## src/rtl/timer_pkg.sv

```systemverilog
// Shared constants for the 8-bit APB timer: TCR field positions, clock-select codes,
// register addresses and the counter operation encoding used by the counting engine.
package timer_pkg;

   localparam int TMR_WIDTH = 8;
   localparam int TMR_DIV_W = 4;

   localparam int TCR_LOAD   = 7;
   localparam int TCR_UPDN   = 5;
   localparam int TCR_EN     = 4;
   localparam int TCR_CKS_HI = 1;
   localparam int TCR_CKS_LO = 0;

   typedef enum logic [1:0] {
      CKS_DIV2  = 2'd0,
      CKS_DIV4  = 2'd1,
      CKS_DIV8  = 2'd2,
      CKS_DIV16 = 2'd3
   } cks_e;

   localparam logic [1:0] ADDR_TDR = 2'h0;
   localparam logic [1:0] ADDR_TCR = 2'h1;
   localparam logic [1:0] ADDR_TSR = 2'h2;

   typedef enum logic [1:0] {
      CNT_HOLD = 2'd0,
      CNT_LOAD = 2'd1,
      CNT_UP   = 2'd2,
      CNT_DOWN = 2'd3
   } cnt_op_e;

   typedef struct packed {
      logic ovf;
      logic udf;
   } wrap_t;

   // Number of pclk cycles between ticks for a given clock-select code.
   function automatic int cks_period(input logic [1:0] cks);
      return 2 << cks;
   endfunction

endpackage

```

## src/rtl/timer_prescaler.sv

```systemverilog
// Free-running pclk divider; tick is a registered one-cycle pulse on the rising edge of
// div_cnt[cks], i.e. once every 2^(cks+1) pclk. No backpressure; runs regardless of en/load.
module timer_prescaler
   import timer_pkg::*;
#(
   parameter int DIV_W = TMR_DIV_W
) (
   input  logic       pclk,
   input  logic       preset,
   input  logic [1:0] cks,
   output logic       tick
);

   logic [DIV_W-1:0] r_div_cnt;
   logic             r_sel_q;
   logic             r_tick;
   logic             w_sel;

   assign w_sel = r_div_cnt[cks];

   always_ff @(posedge pclk or posedge preset) begin
      if (preset) begin
         r_div_cnt <= '0;
         r_sel_q   <= 1'b0;
         r_tick    <= 1'b0;
      end else begin
         r_div_cnt <= r_div_cnt + DIV_W'(1);
         r_sel_q   <= w_sel;
         r_tick    <= w_sel & ~r_sel_q;
      end
   end

   assign tick = r_tick;

endmodule

```

## src/rtl/timer_counter_core.sv

```systemverilog
// Timer counting engine: load/up/down counter with registered wrap pulses, 1 pclk load latency.
// Optional sticky interrupt built when TMR_IRQ_EN is defined (set beats clear).
module timer_counter_core
   import timer_pkg::*;
#(
   parameter int WIDTH = TMR_WIDTH,
   parameter int DIV_W = TMR_DIV_W
) (
   input  logic             pclk,
   input  logic             preset,
   input  logic [WIDTH-1:0] tdr,
   input  logic             load,
   input  logic             up_dn,
   input  logic             en,
   input  logic [1:0]       cks,
   output logic [WIDTH-1:0] tcnt,
   output logic             ovf_pls,
   output logic             udf_pls
`ifdef TMR_IRQ_EN
   ,
   output logic             tmr_irq,
   input  logic             irq_clr
`endif
);

   logic             w_tick;
   cnt_op_e          w_op;
   logic [WIDTH-1:0] r_tcnt;
   logic [WIDTH-1:0] w_tcnt_nxt;
   wrap_t            r_wrap;
   wrap_t            w_wrap_nxt;
   logic             w_at_max;
   logic             w_at_zero;

   timer_prescaler #(
      .DIV_W (DIV_W)
   ) u_prescaler (
      .pclk   (pclk),
      .preset (preset),
      .cks    (cks),
      .tick   (w_tick)
   );

   // load dominates; the tick is only consumed when enabled and not loading
   always_comb begin
      w_op = CNT_HOLD;
      if (load) begin
         w_op = CNT_LOAD;
      end else if (en && w_tick) begin
         w_op = up_dn ? CNT_DOWN : CNT_UP;
      end
   end

   assign w_at_max  = &r_tcnt;
   assign w_at_zero = ~|r_tcnt;

   always_comb begin
      w_tcnt_nxt     = r_tcnt;
      w_wrap_nxt.ovf = 1'b0;
      w_wrap_nxt.udf = 1'b0;
      case (w_op)
         CNT_LOAD: w_tcnt_nxt = tdr;
         CNT_UP: begin
            w_tcnt_nxt     = r_tcnt + WIDTH'(1);
            w_wrap_nxt.ovf = w_at_max;
         end
         CNT_DOWN: begin
            w_tcnt_nxt     = r_tcnt - WIDTH'(1);
            w_wrap_nxt.udf = w_at_zero;
         end
         default: w_tcnt_nxt = r_tcnt;
      endcase
   end

   always_ff @(posedge pclk or posedge preset) begin
      if (preset) begin
         r_tcnt <= '0;
         r_wrap <= '0;
      end else begin
         r_tcnt <= w_tcnt_nxt;
         r_wrap <= w_wrap_nxt;
      end
   end

   assign tcnt    = r_tcnt;
   assign ovf_pls = r_wrap.ovf;
   assign udf_pls = r_wrap.udf;

`ifdef TMR_IRQ_EN
   logic r_irq;

   always_ff @(posedge pclk or posedge preset) begin
      if (preset) begin
         r_irq <= 1'b0;
      end else if (r_wrap.ovf || r_wrap.udf) begin
         r_irq <= 1'b1;
      end else if (irq_clr) begin
         r_irq <= 1'b0;
      end
   end

   assign tmr_irq = r_irq;
`endif

endmodule
```

## config.mk

```make
export PLATFORM = sky130hd
export DESIGN_NAME = timer_counter_core
export DESIGN_NICKNAME = d
export VERILOG_FILES = /design/src/rtl/timer_pkg.sv /design/src/rtl/timer_prescaler.sv /design/src/rtl/timer_counter_core.sv
export SDC_FILE = /design/constraint.sdc
export NUM_CORES = 1
export LEC_CHECK = 0
export ABC_AREA = 1
export CAP_MARGIN = 20
export CELL_PAD_IN_SITES_DETAIL_PLACEMENT = 0
export CELL_PAD_IN_SITES_GLOBAL_PLACEMENT = 1
export CORE_ASPECT_RATIO = 0.9
export CORE_MARGIN = 10
export CORE_UTILIZATION = 39
export CTS_BUF_LIST = sky130_fd_sc_hd__clkbuf_8
export DETAILED_ROUTE_END_ITERATION = 10
export PLACE_DENSITY = 0.83
export RECOVER_POWER = 100
export SYNTH_ARGS = -nofsm -noshare
export SYNTH_HDL_FRONTEND = slang
export SYNTH_HIERARCHICAL = 1
export SYNTH_SLANG_ARGS = --single-unit
```

## constraint.sdc

```tcl
create_clock -name pclk -period 4.25 [get_ports pclk]
set_input_delay 0.6375 -clock pclk [delete_from_list [all_inputs] [get_ports pclk]]
set_output_delay 0.6375 -clock pclk [all_outputs]
set_load 0.02 [all_outputs]
```

==> reports/summary.md, run 1 <==
In the final routed layout, each cell accounts on average for 13.63 um. Entering global routing, the biggest net connects 12 pins. The type of element launching the critical path was an input pin.

The detail route stage leaves a number of antenna-violating nets equal to 0. For the worst-skew pair, the clock arrives at the later sink with an insertion delay of 0.24 ns. The fraction of post-synthesis cell area in the top cell type by area works out to 0.3579. Wires add up to 3.012 mm.

Traced cell by cell, the critical path runs through dlygate4sd3_1 -> nor2_1 -> nand2_1 -> nand2_2 -> nand2_1 -> inv_1 -> ha_1 -> inv_1 -> nand2_1 -> inv_1 -> nor2_1 -> nand3_1 -> nand3_1 -> nand3_1 -> nand2_1 -> nand2_1. The tools report the via count of the first global-routing pass as 1074. The diode insertion count for antenna repair is 0. In this run, CTS created clock tree buffers numbering 3. For the last weighted congestion value of the routability-driven placer, the log shows 0.8901.

The tools report the final count of pins violating max slew as 0. Die width: 76.45 um. The overall power of the completed layout was 395.8 uW; the overall routing resource usage was 0.1154.

The power per cell area is 283.2 nW/um^2. The logs give 0.5664 for the relative slew slack and 126.9 uW for the net switching power figure. Buffers inserted to repair hold after CTS numbered 0. The synthesis-to-finish area growth is 24.94%, and the share of the yosys chip area belonging to registers is 0.3579. The run finished with clean final reports.

The tools report the number of max-cap violations as 0. The portion of the clock cycle consumed by the worst path in the final layout was 0.7206. The tools report the CTS root buffer as sky130_fd_sc_hd__clkbuf_8. Counting stages on the worst path, the most repeated cell is sky130_fd_sc_hd__nand2_1. The run gives 4 as the first-pass iteration count of the detailed router.

The run gives 2748 um^2 as the core box area. Subtracting the final worst setup slack from the clock period gives 3.062 ns. The initial antenna violation count came out at 0. The run gives 1119 um^2 as the netlist area before placement. Setup repair after global routing left no endpoint under its margin. In this run the worst path has a maximum fanout of 11.

The logs give 0.449 for the register share of total power and 0.4122 ns for the worst hold slack. The post-cts gate resize count is 0, and the floorplan die area is 5413 um^2. IR analysis of the VDD net gives a maximum drop of 0.1503 mV.

The tools report the internal portion of total power as 268.9 uW. The ratio of routed vias to standard cells works out to 4.801. In this run the post-CTS setup repair buffer count came out at 0.

Detailed-route DRC error count: 0. The floorplan has 18 rows. In this run, distinct cell masters in the synthesized netlist total 28. For this run, the leading register cell type out of synthesis is sky130_fd_sc_hd__dfrtp_1. The gate count of the mapped netlist was 156; the total of buffers placed on input and output ports was 24. In this run, synthesis produced a sequential element count of 16. The number of nets handed over by synthesis was 173. The commonest cells after synthesis are sky130_fd_sc_hd__nand2_1 (39), sky130_fd_sc_hd__inv_1 (29), sky130_fd_sc_hd__nand3_1 (17).

Once detailed placement completed, the half-perimeter wirelength came to 2.529 mm. Based on the critical path, the design can be clocked at up to 326.5 MHz. The number of sinks driven by the clock tree is 16, and the fraction of power spent switching nets is 0.3207. The leakage dissipation is 0.7235 nW. The hold violation total from the final report came out at 0. The actual slew at the worst max-slew pin is 0.6481 ns. TritonCTS built the clock tree. Combinational share of power: 0.272.

The post-route clock skew is 0.002685 ns. The run gives 4.39 ns as the required time at the endpoint of the critical path. The die is 70.81 um tall. The class of the most critical setup path is in2reg.

Setup violations remaining at the end of the flow were counted as 0. Capturing element type of the critical path: a flop. For the share of power burned in the clock network, the log shows 0.279.

The cell with the biggest individual delay on the critical path is sky130_fd_sc_hd__dlygate4sd3_1. 25 I/O pins were placed. The longest clock path from root to sink contains 2 buffers. The routed layout has 1061 vias.

The tools report the number of levels the H-tree was split into as 1. Of all cell types, the one taking the most synthesized area is sky130_fd_sc_hd__dfrtp_1. The clock transition at the registers of the reported paths came out at 0.06 ns. The min-delay analysis places its worst path in the category reg2reg. The run gives 87 as the starting DRC count in detailed routing. By instance count, the leading cell after synthesis is sky130_fd_sc_hd__nand2_1. Summed over all failing endpoints, the final setup total negative slack is 0 ns. The first global-routing pass estimated 5.181 mm of wire.

The mean cell area of the mapped netlist was 7.170 um^2. Sorting the synthesized cells by area gives the leading types as sky130_fd_sc_hd__dfrtp_1 (36%), sky130_fd_sc_hd__nand2_1 (13%), sky130_fd_sc_hd__inv_1 (9.7%). For the remaining global-route overflow, the log shows 0.

The net count of the finished layout is 200. The largest stage delay on the critical path was 0.66 ns; the share of flip-flops with an asynchronous set or reset was 1.000. The fraction of final layout cells with drive strength greater than 1 was 0.09392; the count of synthesis-stage warnings from yosys was 6. Effective utilization at floorplan: 0.4071. The register-to-register setup slack is 2.13 ns, and the critical path data arrival time is 3.20 ns. The number of synthesized flops with an enable pin came out at 0.
worst max-delay path: cells and delay by family:
kind | cells | cell delay [ns]
buffers and inverters | 4 | 0.80
adders and majority gates | 1 | 0.12
and+or+nand+nor | 11 | 1.63
state kept, by name (all words and copies together), names as in the netlist:
register	flops
u_prescaler/r_div_cnt	4
ovf_pls	1
u_prescaler/r_sel_q	1
u_prescaler/tick	1
udf_pls	1
tcnt	8
metrics by stage:
step | worst slack [ns] | cells | instance area (um^2) | util
2_1_floorplan | 2.169 | 156 | 1119 | -
3_3_place_gp | 1.384 | 218 | 1386 | 0.5046
3_5_place_dp | 1.302 | 218 | 1386 | 0.5046
4_1_cts | 1.556 | 221 | 1428 | 0.5196
5_1_grt | 0.8167 | 221 | 1398 | 0.5087
6_report | 1.188 | 221 | 1398 | 0.5087
power by group through the flow:
stage,Combinational (mW),Clock [mW],Sequential (mW)
floorplan,0.0602,0,0.187
global placement,0.115,0,0.180
detailed placement,0.115,0,0.180
CTS,0.116,0.115,0.178
global route,0.122,0.121,0.179
finish,0.108,0.110,0.178
final cells by class:
cell class	count	area, um^2
multi-input cells	105	539.3
repair buffers	24	240.2
inverters	33	126.4
flip-flops and latches	16	400.4
clock buffers	3	41.29
well taps	40	50.05
fillers	290	1350
layer usage:
| layer | GRT usage | wire length (um) |
|---|---|---|
| met4 | 0.01237 | 27 |
| met5 | 0 | 0 |
| met2 | 0.1896 | 1271 |
| met3 | 0.03535 | 195 |
| met1 | 0.1499 | 1516 |
logic make-up after synthesis:
family / after synthesis / share of synthesized area
AOI/OAI and AO/OA: 17 / 0.09731
xor gates and xnor gates: 4 / 0.03133
adders and majority gates: 2 / 0.02237
buffers and inverters: 35 / 0.1331
DFF: 16 / 0.3579
and+or+nand+nor: 82 / 0.3579
final timing paths:
| check | start | endpoint | cells after the start |
|---|---|---|---|
| setup / recovery | load | tcnt[6]$_DFFE_PP0P_ | 16 |
| hold / removal | u_prescaler/r_sel_q$_DFF_PP0_ | u_prescaler/tick$_DFF_PP0_ | 1 |
| setup reg to reg | u_prescaler/tick$_DFF_PP0_ | tcnt[6]$_DFFE_PP0P_ | 16 |
| hold reg to reg | u_prescaler/r_sel_q$_DFF_PP0_ | u_prescaler/tick$_DFF_PP0_ | 1 |
| max in group asynchronous | preset | tcnt[4]$_DFFE_PP0P_ | 2 |
| min in group asynchronous | preset | u_prescaler/r_div_cnt[0]$_DFF_PP0_ | 2 |
layout by cell type, fill, tap and decap left out:
cell / count
sky130_fd_sc_hd__a21oi_1: 3
sky130_fd_sc_hd__a41oi_1: 2
sky130_fd_sc_hd__clkbuf_8: 3
sky130_fd_sc_hd__clkdlybuf4s50_1: 11
sky130_fd_sc_hd__clkinv_2: 1
sky130_fd_sc_hd__clkinvlp_2: 1
sky130_fd_sc_hd__dfrtp_1: 16
sky130_fd_sc_hd__dlygate4sd3_1: 13
sky130_fd_sc_hd__ha_1: 2
sky130_fd_sc_hd__inv_1: 29
sky130_fd_sc_hd__inv_2: 2
sky130_fd_sc_hd__nand2_1: 42
sky130_fd_sc_hd__nand2_2: 6
sky130_fd_sc_hd__nand2_4: 1
sky130_fd_sc_hd__nand3_1: 17
sky130_fd_sc_hd__nand3_2: 1
sky130_fd_sc_hd__nand4_1: 3
sky130_fd_sc_hd__nor2_1: 8
sky130_fd_sc_hd__nor2_2: 2
sky130_fd_sc_hd__nor3_1: 1
sky130_fd_sc_hd__nor4_1: 1
sky130_fd_sc_hd__o211ai_1: 2
sky130_fd_sc_hd__o21ai_0: 7
sky130_fd_sc_hd__o21bai_1: 1
sky130_fd_sc_hd__o221ai_1: 1
sky130_fd_sc_hd__o22ai_1: 1
sky130_fd_sc_hd__xnor2_1: 1
sky130_fd_sc_hd__xor2_1: 3
No activity file was read; power rests on OpenSTA's default activity.
==> inputs of run 2 (changes only) <==
- CORE_UTILIZATION: 39 -> 37
- PLACE_DENSITY: 0.83 -> 0.79
- clock period: 4.25 -> 3 ns (I/O delays scaled with it)
==> reports/summary.md, run 2 (synthesized netlist as in run 1, its figures left out) <==
The clock period could shrink to 2.500 ns. For the via count of the first global-routing pass, the log shows 1158 (was 1074). Class of the most critical setup path: in2reg (unchanged).

The number of sinks driven by the clock tree was 16 (unchanged). The pin count of the biggest net entering global routing is 12 (unchanged), and the number of flip-flops under the largest register name is 8 (unchanged). The run gives 2.65 ns (was 3.20 ns) as the critical path data arrival time. The tools report the later-pin clock latency in the skew report as 0.26 ns (was 0.24 ns). Final routed wire length divided by cell count: 14.15 um (was 13.63 um).

The overall routing resource usage was 0.1180 (was 0.1154); the number of max-cap violations was 0 (unchanged). Setup repair after global routing left no endpoint under its margin. Uppermost layer routed: met4 (unchanged).

The logs give 0 (unchanged) for the hold violation total from the final report and 0.5381 (was 0.5664) for the relative slew slack. The setup slack after placement was 0.4069 ns (was 1.302 ns). Power per cell area: 406.6 nW/um^2 (was 283.2 nW/um^2). The capturing element type of the critical path is a flop (unchanged).

The core box area came out at 2815 um^2 (was 2748 um^2). Most common cell after layout, fill and taps aside: sky130_fd_sc_hd__nand2_1 (unchanged). The number of buffers inserted to repair setup after CTS is 0 (unchanged), and the number of levels the H-tree was split into is 1 (unchanged).

The largest driver fanout on the critical path is 11 (unchanged). The source of the critical timing path is up_dn (was load). The ratio of routed vias to standard cells is 4.919 (was 4.801), and the number of endpoints failing setup at the final stage is 0 (unchanged). The run gives 5625 um^2 (was 5413 um^2) as the floorplan die area. TritonCTS built the clock tree. The actual slew at the worst max-slew pin was 0.6903 ns (was 0.6481 ns); the HPWL after detailed placement was 2.599 mm (was 2.529 mm).

The portion of the clock cycle consumed by the worst path in the final layout is 0.8333, and the effective utilization at floorplan is 0.3973 (was 0.4071). Remaining global-route overflow: 0 (unchanged). The last weighted congestion value of the routability-driven placer came out at 0.9294 (was 0.8901).

The logs give 0 (unchanged) for the diode insertion count for antenna repair and 0.2200 mV (was 0.1503 mV) for the maximum vdd ir drop. For the sum of met2 wire segment lengths after detailed routing, the log shows 1.418 mm (was 1.271 mm). The worst reg2reg path depth is 16 (unchanged), and the post-route clock skew is 0.001850 ns (was 0.002685 ns). The fraction of final layout cells with drive strength greater than 1 works out to 0.1099 (was 0.09392). The routed wire length is 3.142 mm (was 3.012 mm), and the number of buffers inserted during clock tree synthesis is 3 (unchanged). Total I/O pin count: 25 (unchanged). The run gives 201 (was 200) as the net count of the finished layout.

The CTS root buffer was sky130_fd_sc_hd__clkbuf_8 (unchanged). For the leakage dissipation, the log shows 0.7382 nW (was 0.7235 nW). The overall power of the completed layout is 579.0 uW (was 395.8 uW), and the required time at the endpoint of the critical path is 3.15 ns (was 4.39 ns). The starting DRC count in detailed routing is 63 (was 87), and the final count of pins violating max slew is 0 (unchanged). The flow ran to the end, and the final reports show no timing, DRC or antenna violations. For the via count, the log shows 1092 (was 1061). Critical register-to-register path startpoint: u_prescaler/tick$_DFF_PP0_ (unchanged).

The die height was 72.16 um (was 70.81 um). Maximum number of buffers from clock root to sink: 2 (unchanged). The clock transition at the registers of the reported paths is 0.06 ns (about the same), and the first-pass iteration count of the detailed router is 4 (unchanged). The classification of the worst-slack hold path was reg2reg (unchanged). For the highest attainable clock frequency, the log shows 400.0 MHz. For the register-to-register setup slack, the log shows 0.86 ns (was 2.13 ns).

The post-cts gate resize count was 0 (unchanged); the number of core rows was 18 (unchanged). The tools report the critical hold path startpoint as u_prescaler/r_sel_q$_DFF_PP0_ (unchanged). The wire length on met1 was 1.500 mm (was 1.516 mm); the initial antenna violation count was 0 (unchanged). The run gives 192 um (was 195 um) as the total length of routed met3 wires. For the number of routed nets with antenna violations, the log shows 0 (unchanged). Commonest cells after routing, fill and taps aside: sky130_fd_sc_hd__nand2_1 (41), sky130_fd_sc_hd__inv_1 (29), sky130_fd_sc_hd__nand3_1 (17), sky130_fd_sc_hd__dfrtp_1 (16) (was sky130_fd_sc_hd__nand2_1 (42), sky130_fd_sc_hd__inv_1 (29), sky130_fd_sc_hd__nand3_1 (17), sky130_fd_sc_hd__dfrtp_1 (16), sky130_fd_sc_hd__dlygate4sd3_1 (13)). The tools report the endpoint of the worst setup timing path as tcnt[6]$_DFFE_PP0P_ (unchanged). The number of hold buffers added after CTS was 0 (unchanged); the minimum setup slack in the final design was 0.5001 ns (was 1.188 ns). Endpoint of the lowest-slack register-to-register path: tcnt[6]$_DFFE_PP0P_ (unchanged).

The tools report the total negative setup slack as 0 ns (unchanged). The synthesis-to-finish area growth was 27.29% (was 24.94%); the global-route wire length before repair was 5.485 mm (was 5.181 mm). Type of element launching the critical path: an input pin (unchanged). The total of buffers placed on input and output ports is 24 (unchanged). The detailed-route DRC error count is 0 (unchanged), and the die width is 77.96 um (was 76.45 um).
run 2: critical path, stage by stage:
cell and delay [ns]:
sky130_fd_sc_hd__clkdlybuf4s50_1 0.46, sky130_fd_sc_hd__inv_1 0.10, sky130_fd_sc_hd__nor2_8 0.12, sky130_fd_sc_hd__nand2_1 0.29, sky130_fd_sc_hd__nand2_2 0.15, sky130_fd_sc_hd__nand2_2 0.07
sky130_fd_sc_hd__inv_1 0.05, sky130_fd_sc_hd__ha_1 0.13, sky130_fd_sc_hd__inv_1 0.04, sky130_fd_sc_hd__nand2_1 0.08, sky130_fd_sc_hd__inv_1 0.05, sky130_fd_sc_hd__nor2_1 0.16
sky130_fd_sc_hd__nand3_1 0.14, sky130_fd_sc_hd__nand3_1 0.09, sky130_fd_sc_hd__nand3_1 0.12, sky130_fd_sc_hd__nand2_1 0.10, sky130_fd_sc_hd__nand2_1 0.05
run 2: worst min-delay path by stage:
| stage | slack (ns) | depth (start not counted) | end |
|---|---|---|---|
| after CTS | 0.42 | 1 | u_prescaler/tick$_DFF_PP0_ |
| after floorplan | 0.24 | 1 | u_prescaler/r_div_cnt[0]$_DFF_PP0_ |
| after global placement | 0.40 | 1 | u_prescaler/tick$_DFF_PP0_ |
| after global routing | 0.44 | 1 | u_prescaler/tick$_DFF_PP0_ |
| final | 0.42 | 1 | u_prescaler/tick$_DFF_PP0_ |
| after detailed placement | 0.41 | 1 | u_prescaler/tick$_DFF_PP0_ |
run 2: layer usage:
| metal | global-route usage | vias to the layer above |
|---|---|---|
| li1 | - | 541 |
| met1 | 0.1512 | 512 |
| met2 | 0.1914 | 32 |
| met3 | 0.03818 | 7 |
| met4 | 0.02187 | 0 |
| met5 | 0 | - |
run 2: layout make-up:
type | count | area (um^2)
multi-input combinational | 105 | 558.0
timing repair buffer | 25 | 247.7
sequential | 16 | 400.4
inverter | 33 | 126.4
tap | 40 | 50.05
fill | 300 | 1391
clock buffer | 3 | 41.29
run 2: power by group:
part           switching [mW]  total, mW  internal (mW)
logic                  0.0948      0.160         0.0650
clock network          0.0792      0.169         0.0893
registers              0.0213      0.251          0.229
total                   0.195      0.579          0.384
run 2: stage by stage:
step,hold slack [ns],area (um^2),util,cells
2_1_floorplan,0.2410,1119,-,156
3_3_place_gp,0.3988,1394,0.4951,219
3_5_place_dp,0.4104,1394,0.4951,219
4_1_cts,0.4214,1435,0.5098,222
5_1_grt,0.4384,1424,0.5058,222
6_report,0.4183,1424,0.5058,222
==> inputs of run 3 (changes only) <==
- clock period: 3 -> 2.37 ns (I/O delays scaled with it)
==> reports/summary.md, run 3 (synthesized netlist as in run 1, its figures left out) <==
The run finished with clean final reports. The logs give 763.7 uW (was 579.0 uW) for the overall power of the completed layout and 0.4133 ns (was 0.4183 ns) for the worst hold slack. For the initial antenna violation count, the log shows 0 (unchanged).

The minimum setup slack in the final design came out at 0.2341 ns (was 0.5001 ns). The run gives 2.50 ns (was 3.15 ns) as the required time at the endpoint of the critical path. Number of levels the H-tree was split into: 1 (unchanged). The via count is 1074 (was 1092). The routed wire length was 3.087 mm (was 3.142 mm). The final count of pins violating max slew was 0 (unchanged); the number of flip-flops under the largest register name was 8 (unchanged). The highest attainable clock frequency was 468.2 MHz; the hold violation total from the final report was 0 (unchanged). The portion of the clock cycle consumed by the worst path in the final layout came out at 0.9012.

End-of-flow core utilization: 0.5147 (was 0.5058). The logs give 2815 um^2 (unchanged) for the core box area and 0.8774 (was 0.9294) for the last weighted congestion value of the routability-driven placer. The number of buffers inserted during clock tree synthesis was 3 (unchanged). The first-pass iteration count of the detailed router came out at 4 (unchanged).

The tools report the number of core rows as 18 (unchanged). For the detailed-route DRC error count, the log shows 0 (unchanged). The later-pin clock latency in the skew report is 0.25 ns (was 0.26 ns). The most common cell after layout, fill and taps aside is sky130_fd_sc_hd__nand2_1 (unchanged). Subtracting the final worst setup slack from the clock period gives 2.136 ns. The register share of total power was 0.416 (was 0.433); the net switching power figure was 243.2 uW (was 195.3 uW). The final routed wire length divided by cell count came out at 13.72 um (was 14.15 um). The die width works out to 77.96 um (unchanged). The tools report the capturing element type of the critical path as a flop (unchanged). The logs give 5625 um^2 (unchanged) for the floorplan die area and 558.0 um^2 (unchanged) for the area taken by multi-input logic gates.

The effective utilization at floorplan is 0.3973 (unchanged). The type of element launching the critical path was an input pin (unchanged). The leakage dissipation was 0.7577 nW (was 0.7382 nW); the total negative setup slack was 0 ns (unchanged). The pin count of the biggest net entering global routing was 11 (was 12); the total of fill cells in the finished design was 300 (unchanged).

The logs give 0.2785 mV (was 0.2200 mV) for the maximum vdd ir drop and 2.622 mm (was 2.599 mm) for the HPWL after detailed placement. The classification of the worst-slack hold path is reg2reg (unchanged). The clock transition at the registers of the reported paths was 0.07 ns (was 0.06 ns).

The fraction of final layout cells with drive strength greater than 1 came out at 0.1189 (was 0.1099). The logs give 0 (unchanged) for the remaining global-route overflow and 16 (unchanged) for the number of sinks driven by the clock tree. The power per cell area was 527.1 nW/um^2 (was 406.6 nW/um^2).

The overall routing resource usage is 0.1147 (was 0.1180). The via count of the first global-routing pass was 1089 (was 1158). Ratio of routed vias to standard cells: 4.773 (was 4.919).

The synthesis-to-finish area growth was 29.53% (was 27.29%); the critical path data arrival time was 2.27 ns (was 2.65 ns). The global-route wire length before repair is 5.340 mm (was 5.485 mm). Class of the most critical setup path: in2reg (unchanged). Die height: 72.16 um (unchanged).

The starting DRC count in detailed routing came out at 91 (was 63). The largest driver fanout on the critical path was 10 (was 11); the maximum number of buffers from clock root to sink was 2 (unchanged). The actual slew at the worst max-slew pin came out at 0.6380 ns (was 0.6903 ns). The run gives 0.007395 ns (was 0.4069 ns) as the setup slack after placement. For the post-cts gate resize count, the log shows 0 (unchanged).

The fraction of power spent switching nets is 0.3184 (was 0.3372), and the diode insertion count for antenna repair is 0 (unchanged). The total of buffers placed on input and output ports was 24 (unchanged). The number of routed nets with antenna violations is 0 (unchanged). The share of power burned in the clock network is 0.319 (was 0.291). For the total I/O pin count, the log shows 25 (unchanged). The combinational share of power was 0.266 (was 0.276); the number of max-cap violations was 0 (unchanged).

The tools report the footprint of the flip-flops and latches as 400.4 um^2 (unchanged). The internal portion of total power came out at 520.5 uW (was 383.8 uW). The run gives 203 (was 201) as the net count of the finished layout.

Commonest cells after routing, fill and taps aside: sky130_fd_sc_hd__nand2_1 (41), sky130_fd_sc_hd__inv_1 (29), sky130_fd_sc_hd__nand3_1 (17), sky130_fd_sc_hd__dfrtp_1 (16) (unchanged). Setup repair after global routing left no endpoint under its margin. The CTS root buffer was sky130_fd_sc_hd__clkbuf_8 (unchanged). TritonCTS built the clock tree. The logs give 0 (unchanged) for the number of hold buffers added after CTS and 0 (unchanged) for the number of endpoints failing setup at the final stage. The post-route clock skew is 0.001730 ns (was 0.001850 ns). The logs give 0.5731 (was 0.5381) for the relative slew slack and 0 (unchanged) for the number of buffers inserted to repair setup after CTS.
==> run 3: through the flow <==
stage,cell area (um^2),instances
6_report,1449,225
5_1_grt,1449,225
4_1_cts,1464,225
3_5_place_dp,1409,221
3_3_place_gp,1409,221
2_1_floorplan,1119,156
==> run 3: critical path, cell delays in order <==
cell and delay (ns):
sky130_fd_sc_hd__clkdlybuf4s50_1 0.51, sky130_fd_sc_hd__nor2_8 0.18, sky130_fd_sc_hd__nand2_1 0.09, sky130_fd_sc_hd__buf_4 0.19
sky130_fd_sc_hd__nand2_1 0.11, sky130_fd_sc_hd__nand2_1 0.06, sky130_fd_sc_hd__o21ai_0 0.35, sky130_fd_sc_hd__nand2_1 0.14
sky130_fd_sc_hd__nand2_1 0.08, sky130_fd_sc_hd__nand2_1 0.05, sky130_fd_sc_hd__nand3_1 0.10, sky130_fd_sc_hd__nand2_1 0.07
==> run 3: power groups by stage <==
stage | registers, mW | clock network [mW] | logic [mW]
after CTS | 0.318 | 0.249 | 0.214
after floorplan | 0.335 | 0 | 0.108
final | 0.317 | 0.244 | 0.203
after global routing | 0.321 | 0.264 | 0.226
after detailed placement | 0.322 | 0 | 0.213
after global placement | 0.323 | 0 | 0.211
==> run 3: area by class of cell <==
cell class                 instances  area share
sequential                        16      0.2763
multi-input combinational        105      0.3851
clock buffer                       4     0.03800
tap                               40     0.03454
timing repair buffer              27      0.1788
inverter                          33     0.08722
==> run 3: final timing paths <==
check | slack [ns] | from | depth (start not counted) | to
max | 0.23 | load | 12 | tcnt[7]$_DFFE_PP0P_
min | 0.41 | u_prescaler/r_sel_q$_DFF_PP0_ | 1 | u_prescaler/tick$_DFF_PP0_
max reg2reg | 0.49 | u_prescaler/tick$_DFF_PP0_ | 12 | tcnt[7]$_DFFE_PP0P_
min reg2reg | 0.41 | u_prescaler/r_sel_q$_DFF_PP0_ | 1 | u_prescaler/tick$_DFF_PP0_
max in group asynchronous | 1.51 | preset | 2 | ovf_pls$_DFF_PP0_
min in group asynchronous | 0.48 | preset | 2 | u_prescaler/r_sel_q$_DFF_PP0_
==> run 3: layer usage <==
layer	track usage	share of wire	vias up
met1	0.1526	0.48	483
met5	0	0	-
met3	0.03448	0.084	2
met4	0.02187	0.0026	0
li1	-	-	547
met2	0.1803	0.44	42
